==> src/rtl/lsu_pkg.sv <==
// Shared types for the load/store unit: access sizes, FSM states, word geometry.
package lsu_pkg;
  localparam int WORD_BYTES = 4;

  typedef enum logic [1:0] {
    SZ_BYTE = 2'b00,
    SZ_HALF = 2'b01,
    SZ_WORD = 2'b10
  } size_e;

  typedef enum logic [2:0] {
    IDLE   = 3'd0,
    LD     = 3'd1,
    WR     = 3'd2,
    RMW_RD = 3'd3,
    RMW_WR = 3'd4,
    RESP   = 3'd5
  } state_e;
endpackage

==> src/rtl/lsu_lane.sv <==
// Combinational lane logic: extract+extend a load lane, merge a store lane into a read word.
// Zero latency; no flow control.
module lsu_lane import lsu_pkg::*; (
  input  logic [31:0] read_word,
  input  logic [31:0] write_data,
  input  logic [1:0]  lane,
  input  logic [1:0]  size,
  input  logic        is_unsigned,
  output logic [31:0] load_data,
  output logic [31:0] merged_word
);
  logic [7:0]  byte_val;
  logic [15:0] half_val;
  logic        byte_sign;
  logic        half_sign;

  always_comb begin
    byte_val = 8'h00;
    case (lane)
      2'd0: byte_val = read_word[7:0];
      2'd1: byte_val = read_word[15:8];
      2'd2: byte_val = read_word[23:16];
      2'd3: byte_val = read_word[31:24];
      default: byte_val = 8'h00;
    endcase
    half_val  = lane[1] ? read_word[31:16] : read_word[15:0];
    byte_sign = byte_val[7] & ~is_unsigned;
    half_sign = half_val[15] & ~is_unsigned;

    load_data   = read_word;
    merged_word = write_data;
    case (size)
      SZ_BYTE: begin
        load_data   = {{24{byte_sign}}, byte_val};
        merged_word = read_word;
        case (lane)
          2'd0: merged_word[7:0]   = write_data[7:0];
          2'd1: merged_word[15:8]  = write_data[7:0];
          2'd2: merged_word[23:16] = write_data[7:0];
          2'd3: merged_word[31:24] = write_data[7:0];
          default: merged_word = read_word;
        endcase
      end
      SZ_HALF: begin
        load_data   = {{16{half_sign}}, half_val};
        merged_word = read_word;
        if (lane[1]) merged_word[31:16] = write_data[15:0];
        else         merged_word[15:0]  = write_data[15:0];
      end
      default: begin
        load_data   = read_word;
        merged_word = write_data;
      end
    endcase
  end
endmodule

==> src/rtl/load_store_unit.sv <==
// Load/store unit: load and word store respond 2 cycles after accept, byte/half store 3; no response backpressure.
// Define LSU_MISALIGN_TRAP_EN to flag misaligned half/word accesses instead of silently aligning them.
module load_store_unit import lsu_pkg::*; #(
  parameter int MEM_WORDS = 256,
  parameter int DATA_W    = 32
) (
  input  logic              clk,
  input  logic              rst,
  input  logic              req_valid,
  output logic              req_ready,
  input  logic              req_write,
  input  logic [1:0]        req_size,
  input  logic              req_unsigned,
  input  logic [31:0]       req_addr,
  input  logic [DATA_W-1:0] req_wdata,
  output logic              rsp_valid,
  output logic [DATA_W-1:0] rsp_rdata,
  output logic              rsp_err,
  output logic [31:0]       mem_address,
  output logic [DATA_W-1:0] mem_write_data,
  output logic              mem_write,
  output logic              mem_read,
  input  logic [DATA_W-1:0] mem_read_data
);
  localparam int OFF_W = $clog2(WORD_BYTES);
  localparam int IDX_W = $clog2(MEM_WORDS);

  state_e            state;
  logic [31:0]       addr_q;
  logic [DATA_W-1:0] wd_q;
  logic [1:0]        size_q;
  logic              uns_q;
  logic [31:0]       eff_addr;
  logic              misalign;
  logic              is_half;
  logic              is_word;
  logic [DATA_W-1:0] ld_data;
  logic [DATA_W-1:0] st_merged;

  always_comb begin
    is_half = (req_size == SZ_HALF);
    is_word = req_size[1];
`ifdef LSU_MISALIGN_TRAP_EN
    misalign = (is_half && req_addr[0]) || (is_word && (req_addr[1:0] != 2'b00));
    eff_addr = req_addr;
`else
    misalign = 1'b0;
    eff_addr = req_addr;
    if (is_word)      eff_addr[1:0] = 2'b00;
    else if (is_half) eff_addr[0]   = 1'b0;
`endif
  end

  lsu_lane u_lane (
    .read_word   (mem_read_data),
    .write_data  (wd_q),
    .lane        (addr_q[1:0]),
    .size        (size_q),
    .is_unsigned (uns_q),
    .load_data   (ld_data),
    .merged_word (st_merged)
  );

  always_ff @(posedge clk) begin
    if (rst) begin
      state     <= IDLE;
      addr_q    <= '0;
      wd_q      <= '0;
      size_q    <= '0;
      uns_q     <= 1'b0;
      rsp_rdata <= '0;
      rsp_err   <= 1'b0;
    end else begin
      case (state)
        IDLE: if (req_valid) begin
          addr_q    <= eff_addr;
          wd_q      <= req_wdata;
          size_q    <= req_size;
          uns_q     <= req_unsigned;
          rsp_rdata <= '0;
          rsp_err   <= misalign;
          if (misalign)       state <= RESP;
          else if (!req_write) state <= LD;
          else if (is_word)   state <= WR;
          else                state <= RMW_RD;
        end
        LD: begin
          rsp_rdata <= ld_data;
          state     <= RESP;
        end
        // Merged word replaces the store data so WR and RMW_WR share one write path.
        RMW_RD: begin
          wd_q  <= st_merged;
          state <= RMW_WR;
        end
        WR, RMW_WR: state <= RESP;
        RESP:       state <= IDLE;
        default:    state <= IDLE;
      endcase
    end
  end

  assign req_ready      = (state == IDLE);
  assign rsp_valid      = (state == RESP);
  assign mem_address    = {addr_q[31:OFF_W+IDX_W], addr_q[OFF_W +: IDX_W], {OFF_W{1'b0}}};
  assign mem_write_data = wd_q;
  // Gated by rst so a reset landing on a write cycle never commits the write.
  assign mem_write      = ((state == WR) || (state == RMW_WR)) && !rst;
  assign mem_read       = ((state == LD) || (state == RMW_RD)) && !rst;
endmodule

==> config.mk <==
export PLATFORM = sky130hd
export DESIGN_NAME = load_store_unit
export DESIGN_NICKNAME = d
export VERILOG_FILES = /design/src/rtl/lsu_pkg.sv /design/src/rtl/lsu_lane.sv /design/src/rtl/load_store_unit.sv
export SDC_FILE = /design/constraint.sdc
export NUM_CORES = 1
export LEC_CHECK = 0
export CAP_MARGIN = 10
export CORE_ASPECT_RATIO = 0.6
export CORE_UTILIZATION = 47
export DETAILED_ROUTE_END_ITERATION = 10
export MAX_ROUTING_LAYER = met4
export PLACE_DENSITY = 0.85
export SYNTH_ARGS = -nofsm -noshare
export SYNTH_HDL_FRONTEND = slang
export SYNTH_SLANG_ARGS = --single-unit
==> constraint.sdc <==
create_clock -name clk -period 3.94 [get_ports clk]
set_input_delay 0.788 -clock clk [delete_from_list [all_inputs] [get_ports clk]]
set_output_delay 0.788 -clock clk [all_outputs]
set_load 0.01 [all_outputs]
# == Word level (Yosys, flattened, before mapping) ==
# Index checks and enable logic that the tools add are counted.
# totals
word_cells,62
output_inout_bits,101
in_bits,103
register_bits,102
# classes
n_reduce_logical,16
n_mux,21
bitwise_logic,3
n_eq_ne,14
# ops
cell,n
$pmux W32 S2,4
$mux W32,2
$mux W16,3
$mux W8,4
$pmux W8 S4,1
$pmux W3 S3,1
$eq A2 B1 Y1 const B,3
$eq A3 B2 Y1 const B,2
$eq A3 B3 Y1 const B,2
$ne A3 B3 Y1 const B,2
$reduce_and A5 Y1,1
$eq A2 B2 Y1 const B,2
$logic_not A2 Y1,2
$mux W1,4
$reduce_and A2 Y1,2
$reduce_and A4 Y1,1
$reduce_bool A2 Y1,2
$eq A3 B1 Y1 const B,1
$logic_not A3 Y1,1
$mux W3,1
$ne A3 B1 Y1 const B,1
$reduce_and A3 Y1,1
$reduce_or A3 Y1,1
$and A1 B1 Y1,2
other kinds (6),8

# == Longest topological paths before layout ==
# logic_depth
depth_word,5
depth_mapped,7
ltp_nobuf,4

# == By module ==
# A second synthesis with hierarchy kept.
# unflattened
hier_cells,754
area_unflattened_um2,5921.9
# modules_own_cells
module,n_inst,cells_per_inst,seq_area_each_um2,area_per_inst_um2
load_store_unit,1,530,2042.0,4244.1
lsu_lane,1,224,0.0,1677.9

# == Worst setup path after synthesis ==
# OpenSTA, ideal clock, no wires.
# synth_path
path_type,input port to flip-flop
from,input port rst
to,register rsp_rdata[26]
setup_time_ns,0.060
stages,6
t_required_ns,3.880
path_buffers,2
setup_slack_ns,1.694
arrival_time_ns,2.186
cell_sequence,nor3b_1 > nor2b_1 > and2_1 > clkbuf_1 > buf_2 > a221o_1
# synth_rtl
item,line_no,rtl
from (decl),load_store_unit.sv:8,"input logic rst,"
to (signal assigned),load_store_unit.sv:88,rsp_rdata <= ld_data;
to (decl),load_store_unit.sv:17,"output logic [DATA_W-1:0] rsp_rdata,"

# == Final worst setup path ==
# layout_path
from,input port req_valid
to,register wd_q[8] (netlist: mem_write_data[8])
# layout_via
elab_chain_cells,2
# layout_rtl
item,line_no,rtl
from (decl),load_store_unit.sv:9,"input logic req_valid,"
$ne A2 B2 Y1 (no source line),--,
$reduce_and A4 Y1 (no source line),--,
to (signal assigned),load_store_unit.sv:77,wd_q <= req_wdata;
to (signal assigned),load_store_unit.sv:93,wd_q <= st_merged;
to (decl),load_store_unit.sv:30,logic [DATA_W-1:0] wd_q;
# No other way between the ends.
# A chain may end at the register's enable or synchronous reset.

==> impl_metrics.env <==
export IMPL_status="finished clean"
export IMPL_fin_crit_ps=2860
export IMPL_ioPinCount=204
export IMPL_synth_top_family_by_area="compound AO/OA/AOI/OAI gates"
export IMPL_startpoint_type="input port"
export IMPL_power_leakage_uw=0.00261
export IMPL_yosysMostFrequentCell="nand2_1"
export IMPL_required_ps=4180
export IMPL_synth_edf_count=0
export IMPL_row_count=29
export IMPL_dp_cells=873
export IMPL_p_sw_frac=0.307
export IMPL_final_cells=889
export IMPL_gpl_final_weighted_congestion=0.938
export IMPL_vdd_drop_max_uv=273
export IMPL_drive_above_1_share=0.0693
export IMPL_netlist_top_cells_area="dfxtp_1 (39%), nand2_1 (7.7%), buf_4 (4.8%)"
export IMPL_rrSetupSlack_ps=1300
export IMPL_synthAdderAreaFrac=0
export IMPL_worst_pin_slew_ps=1200
export IMPL_ys_ff_latch=102
export IMPL_reg2reg_depth=4
export IMPL_die_w_um=138
export IMPL_pwr_density_cell_mw_per_mm2=393
export IMPL_insertion_delay_ps=350
export IMPL_tritoncts="done"
export IMPL_skew_ps=6.75
export IMPL_yosysWarnings=0
export IMPL_cts_inserted_buffers=9
export IMPL_maxSlewHeadroom=0.199
export IMPL_area_growth_pct=39.2
export IMPL_cts_hold_buf=0
export IMPL_drc=0
export IMPL_max_freq_mhz=350
export IMPL_cts_repair_resized=0
export IMPL_clkSlewWorstSetupHoldPaths_ps=70
export IMPL_final_area_mm2=0.00723
export IMPL_clockPowerShare=0.304
export IMPL_grt_pass1_wl_mm=26.4
export IMPL_avgRoutedWirePerCell_um=19.5
export IMPL_core_area_mm2=0.0107
export IMPL_critPathKind="in -> reg"
export IMPL_htree_levels=3
export IMPL_ant_nets=0
export IMPL_reg2reg_from="addr_q[0]$_SDFFE_PP0P_"
export IMPL_placed_area_mm2=0.00695
export IMPL_synth_area_mm2=0.00519
export IMPL_synth_top_area_cell="dfxtp_1"
export IMPL_hold_viol=0
export IMPL_rsz0062_at_grt="no"
export IMPL_p_sw_uw=873
export IMPL_yosysUniqueCellTypes=49
export IMPL_grt_ovfl_total=0
export IMPL_async_reset_ff_frac=0
export IMPL_antenna_found_initial=0
export IMPL_dieArea_mm2=0.0115
export IMPL_cp_endpoint="mem_write_data[8]$_SDFFE_PP0P_"
export IMPL_gr_usage_all_layers=0.310
export IMPL_grt_pass1_vias=4945
export IMPL_fill_cells=830
export IMPL_drtIter0Drc=522
export IMPL_hp_class="reg -> reg"
export IMPL_routed_wl_mm=17.3
export IMPL_viasPerCell=5.88
export IMPL_dpl_hpwl_mm=12.7
export IMPL_via_count=5230
export IMPL_p_int_uw=1970
export IMPL_combPwrFrac=0.264
export IMPL_cts_buffer_depth=2
export IMPL_ys_flop_type="dfxtp_1"
export IMPL_cts_sinks=102
export IMPL_drv_cap=0
export IMPL_critPathCaptureType="flop"
export IMPL_io_buffers=200
export IMPL_post_cts_setup_buffers=0
export IMPL_fin_nets=848
export IMPL_tns_ps=0
export IMPL_synth_mux_area_frac=0.0583
export IMPL_antennaDiodeCount=0
export IMPL_root_buffer="clkbuf_16"
export IMPL_utilization=0.678
export IMPL_crit_start="req_valid"
export IMPL_arrival_ps=3100
export IMPL_start_util=0.487
export IMPL_drt_pass1_iter_count=7
export IMPL_die_height_um=83.4
export IMPL_hold_slack_ps=457
export IMPL_synth_compound_area_frac=0.240
export IMPL_drv_slew=0
export IMPL_r2r_end="mem_write_data[5]$_SDFFE_PP0P_"
export IMPL_finalSetupViolCount=0
export IMPL_avgSynthCellArea_um2=8.49
export IMPL_fin_crit_sh=0.725
export IMPL_power_frac_seq=0.432
export IMPL_synth_top_cell_area_share=0.393
export IMPL_synth_simple_area_share=0.214
export IMPL_ys_seq_area_frac=0.393
export IMPL_path_max_fanout=40
export IMPL_synth_xor_area_frac=0.00169
export IMPL_synth_commonest_cells="nand2_1 (106), dfxtp_1 (102), a21oi_1 (47)"
export IMPL_grt_max_degree=52
export IMPL_syn_inst=612
cell type report:
type	count	area [µm²]	area share
repair buffers	207	2050	0.283
well taps	139	174	0.0241
flip-flops and latches	102	2040	0.282
clock inverters	7	53.8	0.00744
clock buffers	9	225	0.0311
inverters	1	3.75	0.000519
multi-input cells	424	2680	0.371
critical path: stages:
cell             delay [ps]
clkdlybuf4s50_1         530
or4b_4                  720
nand2_1                 140
buf_4                   350
a21oi_1                 270
a22o_1                  290
placed cells by master, fill, tap and decap left out, types with 14 or more instances in the layout:
master | Yosys | layout
o21ai_0 | 16 | 16
dfxtp_1 | 102 | 102
nor2_1 | 37 | 37
nor2b_1 | 14 | 14
nand2b_1 | 24 | 24
a22o_1 | 14 | 14
mux2i_1 | 19 | 19
a221o_1 | 16 | 16
a311oi_1 | 16 | 16
clkdlybuf4s50_1 | 0 | 199
nand2_1 | 106 | 106
a21oi_1 | 47 | 46
flip-flops by register name (all words and copies together), names as in the netlist:
| name | count |
|---|---|
| uns_q | 1 |
| size_q | 2 |
| mem_write_data | 32 |
| rsp_rdata | 32 |
| addr_q | 32 |
| state | 3 |
worst min-delay path by stage:
stage | end | startpoint | cells past startpoint | slack, ps
after global placement | rsp_rdata[1]$_SDFFE_PP0P_ | rsp_rdata[1]$_SDFFE_PP0P_ | 2 | 440
final | rsp_rdata[1]$_SDFFE_PP0P_ | rsp_rdata[1]$_SDFFE_PP0P_ | 2 | 460
after global routing | addr_q[24]$_SDFFE_PP0P_ | addr_q[24]$_SDFFE_PP0P_ | 2 | 470
after floorplan | addr_q[10]$_SDFFE_PP0P_ | addr_q[10]$_SDFFE_PP0P_ | 2 | 440
after detailed placement | rsp_rdata[3]$_SDFFE_PP0P_ | rsp_rdata[3]$_SDFFE_PP0P_ | 2 | 440
after CTS | rsp_rdata[3]$_SDFFE_PP0P_ | rsp_rdata[3]$_SDFFE_PP0P_ | 2 | 450
metrics by stage:
step	worst slack [ps]	power (µW)
global route	914	2960
global placement	801	1970
CTS	1100	2840
floorplan	1690	1620
detailed placement	729	1990
finish	1080	2840
routing by layer:
| metal | part of all wire | global-route usage | vias up |
|---|---|---|---|
| met2 | 0.44 | 0.454 | 286 |
| li1 | - | - | 2438 |
| met3 | 0.11 | 0.0952 | 39 |
| met4 | 0.023 | 0.105 | 0 |
| met5 | 0 | - | - |
| met1 | 0.43 | 0.403 | 2467 |
cell families (layout without fill, tap and decap cells):
kind of cell / Yosys count / after routing
and+or+nand+nor: 226 / 226
AOI/OAI and AO/OA: 165 / 165
DFF: 102 / 102
buffers and inverters: 88 / 224
muxes: 29 / 29
other: 1 / 3
xor gates and xnor gates: 1 / 1
power by group through the flow:
stage	clock network (µW)	logic, µW	registers (µW)
2_1_floorplan	0	377	1240
3_3_place_gp	0	723	1240
3_5_place_dp	0	742	1250
4_1_cts	871	746	1230
5_1_grt	912	805	1240
6_report	864	750	1230
Power figures use the tool's default switching activity.
